[config.mk]
export PLATFORM = sky130hd
export DESIGN_NAME = decoder_2to4
export DESIGN_NICKNAME = d
export VERILOG_FILES = /design/src/rtl/decoder_pkg.sv /design/src/rtl/decoder_onehot_comb.sv /design/src/rtl/decoder_2to4.sv
export SDC_FILE = /design/constraint.sdc
export NUM_CORES = 1
export LEC_CHECK = 0
export CAP_MARGIN = 10
export CELL_PAD_IN_SITES_DETAIL_PLACEMENT = 0
export CELL_PAD_IN_SITES_GLOBAL_PLACEMENT = 1
export CORE_AREA = 2 2 39 41
export DETAILED_ROUTE_END_ITERATION = 10
export DIE_AREA = 0 0 41 43
export MAX_ROUTING_LAYER = met4
export PLACE_DENSITY = 0.45
export SETUP_SLACK_MARGIN = 0.05
export SYNTH_ARGS = -nofsm -noshare
export SYNTH_HDL_FRONTEND = slang
export SYNTH_HIERARCHICAL = 1
export SYNTH_SLANG_ARGS = --single-unit
export TNS_END_PERCENT = 1
[constraint.sdc]
create_clock -name clk -period 1.7 [get_ports clk]
set_input_delay 0.34 -clock clk [delete_from_list [all_inputs] [get_ports clk]]
set_output_delay 0.34 -clock clk [all_outputs]
set_load 0.02 [all_outputs]
[src/rtl/decoder_pkg.sv]
// Shared widths and one-hot decode helper for the select decoders.
package decoder_pkg;

    localparam int DEC_IN_W  = 2;
    localparam int DEC_OUT_W = 4;

    function automatic logic [DEC_OUT_W-1:0] onehot_dec(
        input logic [DEC_IN_W-1:0] code
    );
        logic [DEC_OUT_W-1:0] v;
        v = '0;
        for (int k = 0; k < DEC_OUT_W; k++) begin
            v[k] = (code == k[DEC_IN_W-1:0]);
        end
        return v;
    endfunction

endpackage

[src/rtl/decoder_onehot_comb.sv]
// Purely combinational binary-to-one-hot decode.
// An X/Z select code yields an all-X vector in simulation.
module decoder_onehot_comb
    import decoder_pkg::*;
#(
    parameter int IN_W  = DEC_IN_W,
    parameter int OUT_W = DEC_OUT_W
) (
    input  logic [IN_W-1:0]  i,
    output logic [OUT_W-1:0] y
);

    logic [OUT_W-1:0] dec;

    if (OUT_W != (1 << IN_W)) begin : g_bad_width
        $error("decoder_onehot_comb: OUT_W must equal 2**IN_W");
    end

    if (IN_W == DEC_IN_W && OUT_W == DEC_OUT_W) begin : g_pkg
        assign dec = onehot_dec(i);
    end else begin : g_gen
        always_comb begin
            dec = '0;
            for (int k = 0; k < OUT_W; k++) begin
                dec[k] = (i == k[IN_W-1:0]);
            end
        end
    end

    // Synthesis sees the === test as false; simulation propagates unknowns.
    assign y = ((^i) === 1'bx) ? {OUT_W{1'bx}} : dec;

endmodule

[src/rtl/decoder_2to4.sv]
// Registered one-hot select decoder with enable and valid flag.
// Define DECODER_2TO4_ACTIVE_LOW_EN to emit y active-low.
module decoder_2to4
    import decoder_pkg::*;
#(
    parameter int IN_W  = DEC_IN_W,
    parameter int OUT_W = DEC_OUT_W
) (
    input  logic             clk,
    input  logic             rst,
    input  logic             en,
    input  logic [IN_W-1:0]  i,
    output logic [OUT_W-1:0] y,
    output logic             vld
);

    logic [OUT_W-1:0] dec;
    logic [OUT_W-1:0] y_d;
    logic [OUT_W-1:0] y_idle;

    decoder_onehot_comb #(
        .IN_W  (IN_W),
        .OUT_W (OUT_W)
    ) u_dec (
        .i (i),
        .y (dec)
    );

`ifdef DECODER_2TO4_ACTIVE_LOW_EN
    assign y_idle = '1;
    assign y_d    = ~dec;
`else
    assign y_idle = '0;
    assign y_d    = dec;
`endif

    always_ff @(posedge clk) begin
        if (rst) begin
            y   <= y_idle;
            vld <= 1'b0;
        end else if (en) begin
            y   <= y_d;
            vld <= 1'b1;
        end else begin
            y   <= y_idle;
            vld <= 1'b0;
        end
    end

endmodule

==> impl_metrics.csv <==
group,metric,value,unit
outcome,status,"finished, final reports clean",
logic_synthesis,netlist_area,167.7,um2
job,cap_viol_max_count,0,
global_route,grt_pass1_wl,441,um
final_layout,fillers,154,
pwr,switching_power,0.05545,mW
critical_path,slowest_delay,590,ps
pwr,peakVddDrop,0.1919,mV
critical_path,critical_path_class,"reg -> out",
logic_synthesis,synth.mux.area_fraction,0,
floorplan,start_util,0.1212,
routing,dr.max_layer_used,"met3",
final_layout,diodes,0,
logic_synthesis,synth_compound_area_frac,0,
floorplan,core_area,1384,um2
min_path,hp-class,"in -> reg",
logic_synthesis,synth_area_leaders,"dfxtp_1 (60%), and3b_1 (21%), nor2b_1 (7.5%)",
logic_synthesis,syn-num-nets,19,
sta,fin_crit,1467,ps
floorplan,die_area,1763,um2
pwr,sequentialPowerShare,0.429,
placement,numPortBuffers,9,
floorplan,row_count,14,
critical_path,path_buf_inv,1,
pwr,power_leakage,0.1328,nW
critical_path,startpoint_type,"register",
final_layout,drive_gt1_frac,0.1852,
global_route,grt_usage,0.04531,
sta,setup_viol,0,
critical_path,path_max_fanout,1,
pwr,power.density,937.6,nW/um2
global_route,grt_pass1_vias,120,
logic_synthesis,synth-seq-area-share,0.5970,
pwr,combPwrFrac,0.111,
pwr,switching_share,0.1945,
clocking,clk_path_buf_depth,2,
critical_path,crit_path_end_kind,"output pin",
critical_path,path_delay_family,"buffers and inverters",
sta,worst_pin_slew,213.5,ps
clocking,cts.sinks,5,
clocking,root_buffer,"clkbuf_4",
routing,num_vias,137,
routing,wl_per_cell,7.023,um
sta,rsz0062_at_grt,"false",
critical_path,critPathRequiredTime,1360,ps
clocking,numCtsBuffers,3,
sta,fmax,681.6,MHz
routing,dr.pass1.iters,1,
global_route,overflow,0,
sta,post-route-period-util,0.8630,
routing,wl_met2,107,um
floorplan,die_height,43,um
logic_synthesis,synthCells,14,
logic_synthesis,post_synth.cell_area_avg,11.98,um2
floorplan,pin_count,10,
clocking,cts_resized,0,
critical_path,path_cells,"clkdlybuf4s50_1",
global_route,grt_max_degree,6,
clocking,cts_hold_buffers,0,
pwr,internal-power,0.2296,mW
placement,gp_congestion,0.5438,
logic_synthesis,synth.distinct_cells,6,
logic_synthesis,yosysWarnings,6,
sta,tns,0,ps
sta,maxSlewViolCount,0,
logic_synthesis,yosys_register_bits,5,
sta,finalHoldViolCount,0,
pwr,p_clk_frac,0.459,
clocking,clkTransAtPathRegs,40,ps
sta,max_slew_margin,0.8572,
logic_synthesis,synth_xor_area_frac,0,
logic_synthesis,yosysTopAreaCell,"dfxtp_1",
critical_path,critical_path_arrival,1130,ps
final_layout,fin_nets,33,
logic_synthesis,synthAdderAreaFrac,0,
global_route,antenna_found_initial,0,
logic_synthesis,yosys.area_share.simple,0.4030,
floorplan,die_w,41,um
clocking,cts_tree,"done",
routing,wl,302,um
clocking,post-cts-setup-buffers,0,
final_layout,area_delta_synth_final,81.34,%
pwr,fin_total_pwr,0.2851,mW
routing,wl_met3,56,um
routing,drt-vias-per-instance,3.186,
final_layout,postLayoutCoreUtil,0.2197,
critical_path,crit_path_top_delay_cell,"clkdlybuf4s50_1",
clocking,htree_levels,1,
logic_synthesis,synth_top_area_frac,0.5970,
logic_synthesis,synth_top_family_by_area,"simple AND/OR/NAND/NOR gates",
routing,drt_iter0_drc,0,
routing,drc,0,
routing,met1_length,139,um
routing,ant_nets,0,
-- cells in the final DEF (no fill, tap or decap), drive strengths merged --
cell type      count
nor2b              2
clkbuf             4
dfxtp              5
and2               1
and3b              4
and2b              1
clkdlybuf4s50      9
nor2               1
-- kinds of logic after synthesis --
kind of cell,after synthesis
flip-flops,5
AND/OR/NAND/NOR,9
-- worst paths after layout --
kind / start / to / depth (start not counted) / slack (ps)
max: y[3] / y[3] / 1 / 230
min: rst / vld / 2 / 750
-- power groups by stage --
stage	Sequential (mW)	Combinational (mW)	Clock (mW)
2_1_floorplan	0.129	0.00677	0
3_3_place_gp	0.124	0.0314	0
3_5_place_dp	0.124	0.0319	0
4_1_cts	0.122	0.0319	0.141
5_1_grt	0.122	0.0344	0.143
6_report	0.122	0.0317	0.131
-- through the flow --
step,hold WS [ps],cell area [um2],setup slack [ps],instances
finish,749.9,304.0,232.9,43
CTS,737.1,304.0,214.5,43
global route,778.1,304.0,187.1,43
floorplan,411.6,167.7,906.0,14
global placement,969.6,277.8,373.5,39
detailed placement,994.1,277.8,355.2,39
-- state kept, by name, summed over array words and instances, names as in the netlist --
signal	cells
y	4
vld	1
-- synthesized netlist by cell type --
library cell / n
and2_2: 1
and2b_2: 1
and3b_1: 4
dfxtp_1: 5
nor2_1: 1
nor2b_1: 2
-- routing by layer --
metal / up-vias / track usage
li1: 71 / -
met1: 56 / 0.05161
met2: 10 / 0.04063
met3: 0 / 0.01571
met4: 0 / 0.08000
met5: - / -
-- cell type report --
cell class / instances / area (um2) / area share
flip-flops and latches: 5 / 100.1 / 0.3292
repair buffers: 9 / 90.09 / 0.2963
multi-input cells: 9 / 67.56 / 0.2222
clock buffers: 4 / 26.28 / 0.08642
well taps: 16 / 20.02 / 0.06584
Note: power is estimated with default switching activity, not from simulation.
==> variant (same settings) <==
Add a define of `DECODER_2TO4_ACTIVE_LOW_EN`.
--- a/src/rtl/decoder_2to4.sv
+++ b/src/rtl/decoder_2to4.sv
@@ -2,2 +2,4 @@
 // Define DECODER_2TO4_ACTIVE_LOW_EN to emit y active-low.
+`define DECODER_2TO4_ACTIVE_LOW_EN
+
 module decoder_2to4
Behaviour: not the same (a bounded check fails within 4 cycles, from zero or initial values and one cycle with rst high).
==> variant against the unedited design <==
Final area is 0.41% lower. Power is 0.70% higher. Wire length is 9.9% lower. Die area stayed put. Sequential share of layout area is 0.14 points higher. Fmax is 0.56% lower. Sequential cell count stayed put. Area after synthesis is 1.5% lower. Setup slack worse by 0.0083 ns.
==> variant: results (changes against the unedited design) <==
metric;value;unit;change
use_met1;4.839;%;was 5.161%
worstPathArrival;1.14;ns;
dr.first_iter.drc_count;1;;was 0
wl_met2;74;microns;was 107 microns
syn-num-nets;19;;unchanged
cp_top_family;buffers and inverters;;unchanged
wirelength;272;microns;was 302 microns
max-slew-margin-rel;85.76;%;was 85.72%
fill_cells;147;;was 154
synth.distinct_cells;7;;was 6
max-vdd-ir-drop;0.2346;mV;was 0.1919 mV
firstDrtPassIters;2;;was 1
numCtsBuffers;3;;unchanged
outcome;finished clean;;unchanged
netlist_top_cells_count;dfxtp_1 (5), nand3b_1 (4);;was dfxtp_1 (5), and3b_1 (4), nor2b_1 (2)
io_buffers;9;;unchanged
crit_fanout;1;;unchanged
post_cts_resized;0;;unchanged
synthArstFlopShare;0;%;unchanged
grt.total_usage;4.428;%;was 4.531%
crit_path_max_incr_delay;0.59;ns;about the same
leakagePower;0.0001154;uW;was 0.0001328 uW
drt-met1-wl;143;microns;was 139 microns
yosysWarnings;6;;unchanged
yosysSeqAreaShare;60.61;%;was 59.70%
synth_top_cells_by_area;dfxtp_1 (61%), nand3b_1 (18%), and2b_2 (5.3%);;was dfxtp_1 (60%), and3b_1 (21%), nor2b_1 (7.5%)
hold_class;in -> reg;;unchanged
top_layer_used;met3;;unchanged
layout-drive-gt1-share;25.93;%;was 18.52%
viasPerCell;3.023;;was 3.186
postCtsSetupBuffers;0;;unchanged
gp_congestion;0.4985;;was 0.5438
reg.largest.list;y (4), vld (1);;unchanged
pre_cts_slack;0.4666;ns;was 0.3552 ns
clk_pin_slew;0.05;ns;
vias;130;;was 137
use_met2;3.125;%;was 4.063%
use_met3;6.283;%;was 1.571%
grt_pass1_vias;110;;was 120
grt_pass1_wl;407;microns;was 441 microns
root_buffer;clkbuf_4;;unchanged
wl_met3;55;microns;was 56 microns
dpl-instance-area;275.3;sq um;was 277.8 sq um
dp.cells;39;;unchanged
avgSynthCellArea;11.80;sq um;was 11.98 sq um
clockBufferDepth;2;;unchanged
htree_levels;1;;unchanged
final_util;21.88;%;was 21.97%
final_nets;33;;unchanged
critPathSlowestCell;clkdlybuf4s50_1;;unchanged
-- variant: cell types whose count changed in the layout (fill, tap and decap cells not counted) --
cell | before | now
nor2b_2 | 0 | 1
clkinv_2 | 0 | 1
nand3b_1 | 0 | 4
nor2b_1 | 2 | 1
and3b_1 | 4 | 0
clkbuf_1 | 1 | 0
-- variant: logic make-up (layout without fill, tap and decap cells) --
kind of cell / Yosys count / count (layout) / synth area share [%]
buf+inv: 0 / 13 / 0
flops: 5 / 5 / 60.61
simple gates: 9 / 9 / 39.40
-- variant: area by class of cell --
cell class	count	area share, %
clock inverter	1	1.653
sequential	5	33.06
multi-input combinational	9	21.49
tap	16	6.612
clock buffer	3	7.438
timing repair buffer	9	29.75
-- variant: power breakdown --
group / internal (uW) / switching (uW) / total (uW)
registers: 121 / 0.878 / 122
logic: 19.9 / 12.5 / 32.4
clock network: 85.0 / 47.4 / 132
-- variant: path summary, 6_finish.rpt --
kind / from / end / slack [ns] / cells past startpoint
max: y[0] / y[0] / 0.22 / 1
min: en / y[1] / 0.71 / 2
